<file path="config.mk">
export PLATFORM = sky130hd
export DESIGN_NAME = rast_sample_sequencer
export DESIGN_NICKNAME = d
export VERILOG_FILES = /design/src/rtl/rast_sample_sequencer.sv
export SDC_FILE = /design/constraint.sdc
export NUM_CORES = 1
export LEC_CHECK = 0
export ABC_AREA = 1
export CORE_AREA = 5 5 214 164
export CTS_BUF_LIST = sky130_fd_sc_hd__clkbuf_8
export DETAILED_ROUTE_END_ITERATION = 16
export DIE_AREA = 0 0 219 169
export MAX_ROUTING_LAYER = met4
export PLACE_DENSITY = 0.78
export REMOVE_ABC_BUFFERS = 1
export SLEW_MARGIN = 40
export SYNTH_ARGS = -nofsm -noshare
export SYNTH_HDL_FRONTEND = slang
export SYNTH_SLANG_ARGS = --single-unit
</file>
<file path="constraint.sdc">
create_clock -name clk -period 9.09 [get_ports clk]
set_input_delay 1.818 -clock clk [delete_from_list [all_inputs] [get_ports clk]]
set_output_delay 1.818 -clock clk [all_outputs]
set_load 0.01 [all_outputs]
</file>
<file path="src/rtl/rast_sample_sequencer.sv">
// Snaps a bounding box to the sub-sample grid and walks it row-major, one sample per handshake.
// The first sample appears the cycle after accept, and all sample outputs hold while samp_ready_i is low.
module rast_sample_sequencer #(
  parameter int SIGFIG = 24,
  parameter int RADIX  = 10,
  parameter int TAGW   = 8,
  parameter int CNTW   = 16
) (
  input  logic              clk,
  input  logic              rst,
  input  logic              box_valid_i,
  output logic              box_ready_o,
  input  logic [SIGFIG-1:0] box_ll_x_i,
  input  logic [SIGFIG-1:0] box_ll_y_i,
  input  logic [SIGFIG-1:0] box_ur_x_i,
  input  logic [SIGFIG-1:0] box_ur_y_i,
  input  logic [1:0]        ss_log2_i,
  input  logic [TAGW-1:0]   box_tag_i,
  output logic              samp_valid_o,
  input  logic              samp_ready_i,
  output logic [SIGFIG-1:0] samp_x_o,
  output logic [SIGFIG-1:0] samp_y_o,
  output logic [TAGW-1:0]   samp_tag_o,
  output logic              samp_last_o,
  output logic              box_done_o,
  output logic [CNTW-1:0]   samp_count_o
);

  // One guard bit keeps aligned corners and x+step from wrapping.
  localparam int W = SIGFIG + 1;
  localparam logic signed [W-1:0] ONE = W'(1);

  typedef enum logic {IDLE, WALK} state_t;

  typedef struct packed {
    logic signed [W-1:0] llx;
    logic signed [W-1:0] urx;
    logic signed [W-1:0] ury;
  } box_t;

  state_t state_q, state_d;
  box_t   box_q, box_al;

  logic signed [W-1:0] step_q, step_in, mask_in;
  logic signed [W-1:0] ll_x_w, ll_y_w, ur_x_w, ur_y_w, lly_al;
  logic signed [W-1:0] x_q, y_q, x_nxt, y_nxt;
  logic [TAGW-1:0]     tag_q;
  logic [CNTW-1:0]     cnt_q;
  logic                done_q;
  logic                box_empty, x_fits, y_fits;
  logic                accept, handshake;

  assign ll_x_w = {box_ll_x_i[SIGFIG-1], box_ll_x_i};
  assign ll_y_w = {box_ll_y_i[SIGFIG-1], box_ll_y_i};
  assign ur_x_w = {box_ur_x_i[SIGFIG-1], box_ur_x_i};
  assign ur_y_w = {box_ur_y_i[SIGFIG-1], box_ur_y_i};

  assign step_in = ONE << (RADIX - int'(ss_log2_i));
  assign mask_in = ~(step_in - ONE);

  // Lower-left rounds up onto the grid, upper-right rounds down.
  assign box_al.llx = (ll_x_w + step_in - ONE) & mask_in;
  assign lly_al     = (ll_y_w + step_in - ONE) & mask_in;
  assign box_al.urx = ur_x_w & mask_in;
  assign box_al.ury = ur_y_w & mask_in;
  assign box_empty  = (box_al.llx > box_al.urx) || (lly_al > box_al.ury);

  assign x_nxt  = x_q + step_q;
  assign y_nxt  = y_q + step_q;
  assign x_fits = (x_nxt <= box_q.urx);
  assign y_fits = (y_nxt <= box_q.ury);

  always_ff @(posedge clk or posedge rst) begin
    if (rst) state_q <= IDLE;
    else     state_q <= state_d;
  end

  always_comb begin
    state_d      = state_q;
    box_ready_o  = 1'b0;
    samp_valid_o = 1'b0;
    samp_last_o  = 1'b0;
    accept       = 1'b0;
    handshake    = 1'b0;
    case (state_q)
      IDLE: begin
        box_ready_o = 1'b1;
        if (box_valid_i) begin
          accept = 1'b1;
          if (!box_empty) state_d = WALK;
        end
      end
      WALK: begin
        samp_valid_o = 1'b1;
        samp_last_o  = !x_fits && !y_fits;
        handshake    = samp_ready_i;
        if (samp_ready_i && !x_fits && !y_fits) state_d = IDLE;
      end
      default: state_d = IDLE;
    endcase
  end

  always_ff @(posedge clk or posedge rst) begin
    if (rst) begin
      box_q  <= '0;
      step_q <= '0;
      x_q    <= '0;
      y_q    <= '0;
      tag_q  <= '0;
      cnt_q  <= '0;
      done_q <= 1'b0;
    end else begin
      done_q <= 1'b0;
      if (accept) begin
        box_q  <= box_al;
        step_q <= step_in;
        tag_q  <= box_tag_i;
        cnt_q  <= '0;
        if (box_empty) begin
          done_q <= 1'b1;
        end else begin
          x_q <= box_al.llx;
          y_q <= lly_al;
        end
      end
      if (handshake) begin
        if (!(&cnt_q)) cnt_q <= cnt_q + {{(CNTW-1){1'b0}}, 1'b1};
        if (x_fits) begin
          x_q <= x_nxt;
        end else if (y_fits) begin
          x_q <= box_q.llx;
          y_q <= y_nxt;
        end else begin
          done_q <= 1'b1;
        end
      end
    end
  end

  assign samp_x_o     = x_q[SIGFIG-1:0];
  assign samp_y_o     = y_q[SIGFIG-1:0];
  assign samp_tag_o   = tag_q;
  assign samp_count_o = cnt_q;
  assign box_done_o   = done_q;

endmodule

</file>
[After elaboration in Yosys (flattened, before gate mapping)]
Cells that the tools add are included.
W data, S select, Z words.
Storage, ports and cells
  register bits: 176
  bits of input ports: 110
  logic and storage cells: 65
Cells by class
  shift operators: 1
  reductions and logical operators: 7
  multiplexer cells: 28
  add/subtract/negate cells: 9
  $lt $le $gt $ge: 4
  bitwise logic cells: 6
Operators with widths (number)
  $mux W25: 10
  $sub A25 B2 Y25 const B: 3
  $add A24 B25 Y25: 2
  $add A25 B25 Y25: 2
  $and A24 B25 Y25: 2
  $and A25 B25 Y25: 2
  $gt A25 B25 Y1: 2
  $le A25 B25 Y1: 2
  $mux W16: 3
  $shl A1 B32 Y25 const A: 1
  $not A25 Y25: 1
  $add A16 B1 Y16 const B: 1
  $reduce_and A16 Y1: 1
  $mux W1: 14
  $sub A4 B2 Y5 const A: 1
  $logic_and A1 B1 Y1: 3
  $logic_not A1 Y1: 2
  $pmux W1 S2: 1
  $logic_or A1 B1 Y1: 1
  $not A1 Y1: 1

[Longest topological paths before layout]
Gate-level depths: netlist of the first run.
  depth after elaboration: 12
  mapped depth: 32
  mapped depth without buffers: 31

[Least setup slack after synthesis of the first run]
Ideal clock, no wire load.
  kind: input-to-reg
  start: input port ss_log2_i[0]
  end: register x_q[17]
  path slack: 3.942 ns
  library setup time: 0.113 ns
  data required time: 8.977 ns
  arrival: 5.035 ns
  cell stages on the path: 27
  cells stage by stage: inv_1 or2_2 ha_1 inv_1 ha_1 a21oi_1 o21ai_0 a21oi_1 nand2_1 inv_1 o21ai_0 inv_1 ha_1 nand2_1 nor2_1 nand4_1 nor2_1 nand2_1 nand3_1 nand2_1 nand2_4 nand3_4 buf_6 nand2_1 nand3_1 nand2_1 inv_1
RTL lines
  start: declaration: RTL line 17  | input logic [1:0] ss_log2_i,
  end signal: assignment: RTL line 122  | x_q <= box_al.llx;
  end signal: assignment: RTL line 129  | x_q <= x_nxt;
  end signal: assignment: RTL line 131  | x_q <= box_q.llx;
  end: declaration: RTL line 46  | logic signed [W-1:0] x_q, y_q, x_nxt, y_nxt;

==> flow_summary.rst, run 1 <==
.. list-table::
   :header-rows: 1

   * - Metric
     - Value
   * - Effective utilization at floorplan
     - 0.491
   * - Hold Worst Slack
     - 0.487 ns
   * - Drc violations
     - 0
   * - DRT iter0 DRCs
     - 1435
   * - Total of hold buffers inserted after clock tree synthesis
     - 0
   * - Sequential share of the synthesized area
     - 0.257
   * - Final number of setup-violating endpoints
     - 0
   * - Die Footprint
     - 37000 sq um
   * - Combined area of the multi-input logic cells
     - 9690 sq um
   * - Startpoint of the lowest-slack register-to-register path
     - step_q[0]
   * - Number of rows in the core area
     - 58
   * - Critical-path maximum fanout
     - 51
   * - Area delta synth->final
     - 13.1%
   * - Core Box Area
     - 32900 sq um
   * - Number of register bits inferred by synthesis
     - 166
   * - Most used flip-flop cell after synthesis
     - dfrtp_1
   * - Mapped Avg Cell Area
     - 6.56 sq um
   * - Worst reg2reg endpoint
     - y_q[23]
   * - Residual antenna-violating net count after detailed routing
     - 0
   * - CTS Sinks
     - 166
   * - Post-synth EDFFs
     - 0
   * - Run status
     - complete, no violations
   * - Port Buf Inserts
     - 179
   * - Worst clock skew
     - 0.0153 ns
   * - Detail Route met3 WL
     - 4470 um
   * - Placed inst area
     - 18000 sq um
   * - Arrival time of the worst setup path
     - 7.47 ns
   * - Worst min-delay path category
     - flip-flop to flip-flop
   * - Max Clock Freq
     - 141 MHz
   * - Final critical path time including I/O delays and setup
     - 7.10 ns
   * - CTS tree
     - built
   * - Setup repair bufs after CTS
     - 0
   * - Startpoint type of the worst setup path
     - input pin
   * - Largest voltage drop on the vdd net
     - 0.167 mV
   * - Global route overflow
     - 0
   * - Proportion of register bits with asynchronous set or reset after synthesis
     - 1.00
   * - Largest net degree at the start of global routing
     - 97
   * - Number of max-capacitance violations reported
     - 0
   * - Vias per cell
     - 5.33
   * - WL per Instance
     - 15.9 um
   * - Number of slew-limit violations in the final report
     - 0
   * - Number of instances in the synthesized netlist
     - 2467
   * - Kind of end point of the critical path
     - flip-flop
   * - Synth cell types
     - 50
   * - Rel. slew slack
     - 0.503
   * - Sum of met2 wire segment lengths after detailed routing
     - 20300 um
   * - Via count of the first global-routing pass
     - 15.1k
   * - Routability congestion estimate from global placement
     - 0.965
   * - CP startpoint
     - ss_log2_i[1]
   * - Crit path capture
     - x_q[12]
   * - Total of fill cells in the finished design
     - 3285
   * - Post-CTS clock slew at the launch and capture registers of the worst setup and hold paths
     - 0.10 ns
   * - Register Area
     - 4150 sq um
   * - Yosys warning total
     - 0
   * - Highest Signal Layer
     - met4
   * - Total vias in the final route
     - 16.2k
   * - Clock Latency Late Sink
     - 0.48 ns
   * - Aggregate negative setup slack
     - 0 ns
   * - Category of the most critical setup path
     - input pin to flip-flop
   * - Max H-tree Level
     - 4
   * - Leakage power figure
     - 0.00992 uW
   * - Detailed placement HPWL
     - 38800 um
   * - Buffer cell driving the clock tree root
     - clkbuf_8
   * - CTS buffer count
     - 17
   * - Count of endpoints failing hold in the final timing report
     - 0
   * - Number of buffers on the longest clock path
     - 2
   * - End-of-flow core utilization
     - 0.556
   * - Fraction of final layout cells sized beyond drive strength 1
     - 0.0259
   * - Post-Syn Area
     - 16200 sq um
   * - Total routed wire length on the met1 layer
     - 22700 um
   * - Die W
     - 219 um
   * - Global-route wire length before repair
     - 77300 um
   * - Slew at the pin closest to its max-slew limit
     - 0.745 ns
   * - Cells resized by post-CTS repair
     - 0
   * - Final Instance Area
     - 18300 sq um
   * - R2r setup slk
     - 3.77 ns
   * - Floorplan die height
     - 169 um
   * - Final period util
     - 0.781
   * - I/O pin count
     - 186
   * - Total routed wirelength
     - 48400 um
   * - RSZ-0062 raised after global routing
     - no
   * - DRT Pass-1 Iters
     - 8
   * - Count of cells along the worst register-to-register path
     - 24
   * - Count of nets after finishing
     - 2881
   * - All-Layer GR Usage
     - 0.266
   * - Power per Cell Area
     - 269 nW/um^2
   * - CP Data Required Time
     - 9.46 ns
   * - Antenna violations before repair
     - 2
synthesized netlist by cell type (all sizes together), types with 2 or more instances:
| cell type | count | area (sq um) |
|---|---|---|
| nand2 | 725 | 2750 |
| inv | 453 | 1700 |
| ha | 188 | 2350 |
| nor2 | 170 | 658 |
| dfrtp | 166 | 4150 |
| o21ai | 142 | 714 |
| nand3 | 139 | 726 |
| a21oi | 130 | 658 |
| nand4 | 94 | 588 |
| buf | 78 | 592 |
| xor2 | 38 | 333 |
| nor3 | 26 | 140 |
| clkbuf | 24 | 90.1 |
| or2 | 14 | 87.6 |
| o21bai | 12 | 90.1 |
| xnor2 | 11 | 96.3 |
| a21o | 10 | 75.1 |
| nor4 | 10 | 68.8 |
| a21boi | 4 | 30.0 |
| a31oi | 4 | 25.0 |
| fa | 4 | 80.1 |
| nand3b | 4 | 30.0 |
| o31ai | 4 | 30.0 |
| and2 | 3 | 18.8 |
| mux2i | 3 | 30.0 |
| clkinv | 2 | 7.51 |
| conb | 2 | 7.51 |
| o211ai | 2 | 15.0 |
| o21a | 2 | 15.0 |
layout make-up:
cell class / count / share of cell area
tap: 450 / 0.0307
multi-input combinational: 1756 / 0.529
antenna: 2 / 0.000273
sequential: 166 / 0.227
clock inverter: 14 / 0.00642
inverter: 455 / 0.0939
timing repair buffer: 183 / 0.0999
clock buffer: 17 / 0.0128
sequential cells by signal, indices dropped and copies added, names as in the netlist:
register and cells:
box_q 75, samp_tag_o 8, y_q 25, step_q 15, samp_count_o 16, box_done_o 1
x_q 25, state_q 1
stage by stage:
| stage | setup slack [ns] | std cells | total power (uW) |
|---|---|---|---|
| after floorplan | 2.50 | 2377 | 3280 |
| after global placement | 1.63 | 3010 | 4250 |
| after detailed placement | 1.56 | 3010 | 4360 |
| after CTS | 2.06 | 3041 | 4880 |
| after global routing | 1.43 | 3043 | 5390 |
| final | 1.99 | 3043 | 4930 |
cell usage in the layout (no fill, tap or decap), types with 3 or more instances in the layout:
cell and n:
a21o_1 10, a21oi_1 128, a31oi_1 4, and2_1 3, clkbuf_8 17, clkdlybuf4s50_1 179, clkinv_4 4, clkinvlp_4 4
conb_1 14, dfrtp_1 166, fa_1 4, ha_1 188, inv_1 446, inv_2 4, inv_6 6, mux2i_1 3
nand2_1 718, nand2_2 4, nand2_4 3, nand3_1 136, nand3b_1 4, nand4_1 94, nor2_1 166, nor3_1 24
nor4_1 9, o21ai_0 134, o21ai_1 7, o21bai_1 12, o31ai_1 4, or2_0 9, or2_2 5, xnor2_1 11
xor2_1 38
critical path, cell delays in order:
cell and delay [ns]:
clkdlybuf4s50_1 0.65, nand2_1 0.22, ha_1 0.33, inv_1 0.04, ha_1 0.38, nand2_1 0.17
nor2_1 0.17, nand2_1 0.07, nand2_1 0.14, nand2_1 0.07, nand2_1 0.10, inv_1 0.04
o21ai_0 0.50, inv_1 0.11, ha_1 0.35, nand2_1 0.07, nor2_1 0.14, nand4_1 0.12
nor2_1 0.10, nand2_1 0.07, nand3_1 0.07, nand2_1 0.08, nand2_4 0.49, nand3_4 0.66
nand2_1 0.24, nand3_1 0.09, nand2_1 0.09, inv_1 0.04
power by group:
group,total [uW],internal (uW),switching (uW)
Clock,504,194,311
Sequential,1280,1020,261
Combinational,3140,1150,1990
how the worst min path moves through the flow:
stage / startpoint / end / slack, ns / cells past startpoint
2_1_floorplan: box_q[63] / box_q[63] / 0.44 / 2
3_3_place_gp: box_q[65] / box_q[65] / 0.46 / 2
3_5_place_dp: box_q[65] / box_q[65] / 0.46 / 2
4_1_cts: samp_tag_o[4] / samp_tag_o[4] / 0.49 / 2
5_1_grt: box_q[63] / box_q[63] / 0.51 / 2
6_report: samp_tag_o[3] / samp_tag_o[3] / 0.49 / 2
metal layers:
layer,global-route usage,vias up
li1,-,8039
met1,0.387,7481
met2,0.384,639
met3,0.0488,68
met4,0.0658,0
met5,-,-
logic make-up after synthesis:
logic type / after synthesis / synth area share
compound gates: 312 / 0.103
xor+xnor: 49 / 0.0265
mux: 3 / 0.00186
simple gates: 1186 / 0.313
other cells: 2 / 0.000464
fa+ha+maj: 192 / 0.150
flops: 166 / 0.257
buf+inv: 557 / 0.148
No activity file was read; power rests on OpenSTA's default activity.
==> run 2, diff against run 1 <==
--- a/config.mk
+++ b/config.mk
@@ -11,7 +11,7 @@
 export DETAILED_ROUTE_END_ITERATION = 16
 export DIE_AREA = 0 0 219 169
 export MAX_ROUTING_LAYER = met4
-export PLACE_DENSITY = 0.78
+export PLACE_DENSITY = 0.81
 export REMOVE_ABC_BUFFERS = 1
 export SLEW_MARGIN = 40
 export SYNTH_ARGS = -nofsm -noshare
==> constraint.sdc (replaced) <==
create_clock -name clk -period 6.29 [get_ports clk]
set_input_delay 1.258 -clock clk [delete_from_list [all_inputs] [get_ports clk]]
set_output_delay 1.258 -clock clk [all_outputs]
set_load 0.01 [all_outputs]
==> run 2 against run 1 <==
- routed wire length up 0.31%
- clock power up 54%
- global-route usage up 0.20 points
- non-clock buffer count up 12
- count of clock-buffer cells in the layout unchanged
- clock skew up 0.0082 ns
- highest routed layer unchanged
==> flow_summary.rst, run 2 (synthesis gave the netlist of run 1 again) <==
.. list-table::
   :header-rows: 1

   * - Metric
     - Value
   * - Area delta synth->final
     - 14.2% (was 13.1%)
   * - Leading registers by flop count
     - box_q (75), x_q (25), y_q (25) (unchanged)
   * - WL per Instance
     - 15.9 um (about the same)
   * - I/O pin count
     - 186 (unchanged)
   * - Total routed wirelength
     - 48500 um (was 48400 um)
   * - Buffer cell driving the clock tree root
     - clkbuf_8 (unchanged)
   * - Leakage power figure
     - 0.0100 uW (was 0.00992 uW)
   * - Global-route wire length before repair
     - 77900 um (was 77300 um)
   * - Commonest non-fill, non-tap cell in the layout
     - nand2_1 (unchanged)
   * - Port Buf Inserts
     - 179 (unchanged)
   * - Number of max-capacitance violations reported
     - 0 (unchanged)
   * - Vias per cell
     - 5.30 (was 5.33)
   * - Startpoint type of the worst setup path
     - flip-flop (was input pin)
   * - Die Footprint
     - 37000 sq um (unchanged)
   * - Category of the most critical setup path
     - flip-flop to output pin (was input pin to flip-flop)
   * - Fraction of final layout cells sized beyond drive strength 1
     - 0.0334 (was 0.0259)
   * - DRT Pass-1 Iters
     - 6 (was 8)
   * - Floorplan die height
     - 169 um (unchanged)
   * - CTS Sinks
     - 166 (unchanged)
   * - Highest-count cells in the layout ignoring fill and taps
     - nand2_1, inv_1, ha_1 (unchanged)
   * - Final Instance Area
     - 18500 sq um (was 18300 sq um)
   * - RSZ-0062 raised after global routing
     - no (unchanged)
   * - Largest net degree at the start of global routing
     - 110 (was 97)
   * - Number of rows in the core area
     - 58 (unchanged)
   * - All-Layer GR Usage
     - 0.268 (was 0.266)
   * - Arrival time of the worst setup path
     - 4.80 ns (was 7.47 ns)
   * - Total power after layout
     - 7240 uW (was 4930 uW)
   * - Largest voltage drop on the vdd net
     - 0.255 mV (was 0.167 mV)
   * - Antenna Cells
     - 0 (was 2)
   * - Routability congestion estimate from global placement
     - 0.982 (was 0.965)
   * - Aggregate negative setup slack
     - 0 ns (unchanged)
   * - Worst clock skew
     - 0.0235 ns (was 0.0153 ns)
   * - Kind of end point of the critical path
     - output pin (was flip-flop)
   * - Antenna violations before repair
     - 0 (was 2)
   * - Run status
     - complete, no violations (unchanged)
   * - Max Clock Freq
     - 165 MHz
   * - Residual antenna-violating net count after detailed routing
     - 0 (unchanged)
   * - DRT iter0 DRCs
     - 1399 (was 1435)
   * - CP Data Required Time
     - 5.03 ns (was 9.46 ns)
   * - Critical-path maximum fanout
     - 4 (was 51)
   * - Total of hold buffers inserted after clock tree synthesis
     - 0 (unchanged)
   * - Core Box Area
     - 32900 sq um (unchanged)
   * - Rel. slew slack
     - 0.482 (was 0.503)
   * - Power per Cell Area
     - 391 nW/um^2 (was 269 nW/um^2)
   * - CTS buffer count
     - 17 (unchanged)
   * - Number of slew-limit violations in the final report
     - 0 (unchanged)
   * - Worst min-delay path category
     - flip-flop to flip-flop (unchanged)
   * - Placed inst area
     - 18100 sq um (was 18000 sq um)
   * - Detailed placement HPWL
     - 39500 um (was 38800 um)
   * - Total vias in the final route
     - 16.2k (about the same)
   * - Count of nets after finishing
     - 2893 (was 2881)
   * - Max H-tree Level
     - 4 (unchanged)
   * - Final critical path time including I/O delays and setup
     - 6.06 ns
   * - Final period util
     - 0.964
   * - Drc violations
     - 0 (unchanged)
   * - Clock Latency Late Sink
     - 0.49 ns (was 0.48 ns)
   * - Effective utilization at floorplan
     - 0.491 (unchanged)
   * - Most flops, register
     - box_q (unchanged)
   * - Final number of setup-violating endpoints
     - 0 (unchanged)
   * - Count of endpoints failing hold in the final timing report
     - 0 (unchanged)
   * - Number of buffers on the longest clock path
     - 2 (unchanged)
   * - Slew at the pin closest to its max-slew limit
     - 0.777 ns (was 0.745 ns)
   * - Via count of the first global-routing pass
     - 15.4k (was 15.1k)
   * - Global route overflow
     - 0 (unchanged)
   * - Post-CTS clock slew at the launch and capture registers of the worst setup and hold paths
     - 0.10 ns (about the same)
   * - CTS tree
     - built (unchanged)
   * - Die W
     - 219 um (unchanged)
   * - Number of flip-flops under the largest register name
     - 75 (unchanged)
-- run 2: cell count changes in the layout (fill, tap and decap cells not counted), sizes merged --
cell | previous run | this run
diode | 2 | 0
clkinvlp | 4 | 2
inv | 458 | 460
buf | 4 | 16
clkinv | 7 | 8
-- run 2: final timing paths --
check / startpoint / end / slack, ns / cells after the start
max in group asynchronous: rst / y_q[14] / 3.91 / 3
worst min-delay path: samp_tag_o[2] / samp_tag_o[2] / 0.49 / 2
worst max-delay path: y_q[0] / samp_last_o / 0.23 / 22
worst min register to register: samp_tag_o[2] / samp_tag_o[2] / 0.49 / 2
min in group asynchronous: rst / samp_tag_o[6] / 1.26 / 2
worst max register to register: x_q[0] / y_q[23] / 1.10 / 26
-- run 2: critical path, cell delays in order, from the launching register on --
cell             delay [ns]
dfrtp_1                0.42
ha_1                   0.25
fa_1                   0.45
nand3_1                0.09
nand2_1                0.10
a21oi_2                0.25
nor3_1                 0.10
nor2_2                 0.20
o21ai_2                0.13
xor2_2                 0.20
inv_1                  0.07
ha_1                   0.29
nand2_1                0.07
nor2_1                 0.18
nand2_1                0.21
nor3_2                 0.16
nand2_1                0.09
nand3_1                0.08
nand2_1                0.07
nand2_2                0.13
nand2_1                0.13
nor2_1                 0.10
clkdlybuf4s50_1        0.54
-- run 2: area by class of cell --
class / instances / area [sq um]
clock buffer: 17 / 234
multi-input combinational: 1756 / 9720
inverter: 455 / 1720
timing repair buffer: 195 / 1940
sequential: 166 / 4150
fill: 3242 / 14500
tap: 450 / 563
clock inverter: 15 / 159
-- run 2: layer usage --
layer	track usage	vias up	routed length (um)
li1	-	8057	-
met1	0.395	7506	23500
met2	0.396	580	20700
met3	0.0390	52	3730
met4	0.0529	0	674
met5	-	-	0
-- run 2: repair_timing --
item / CTS / global route
setup buffers: 0 / 0
endpoints found under the setup margin: 0 / 1
resized for setup: 0 / 6
-- run 2: metrics by stage --
stage	utilization	hold WS, ns	instances	setup slack [ns]
2_1_floorplan	-	0.444	2377	0.265
3_3_place_gp	0.548	0.459	3022	0.563
3_5_place_dp	0.548	0.462	3022	0.431
4_1_cts	0.560	0.492	3054	0.194
5_1_grt	0.561	0.512	3054	0.00643
6_report	0.561	0.491	3054	0.227
-- run 2: where the power goes --
| part | internal [uW] | leakage [uW] | switching (uW) |
|---|---|---|---|
| clock | 299 | 0.000194 | 477 |
| sequential | 1470 | 0.00209 | 395 |
| combinational | 1700 | 0.00774 | 2900 |
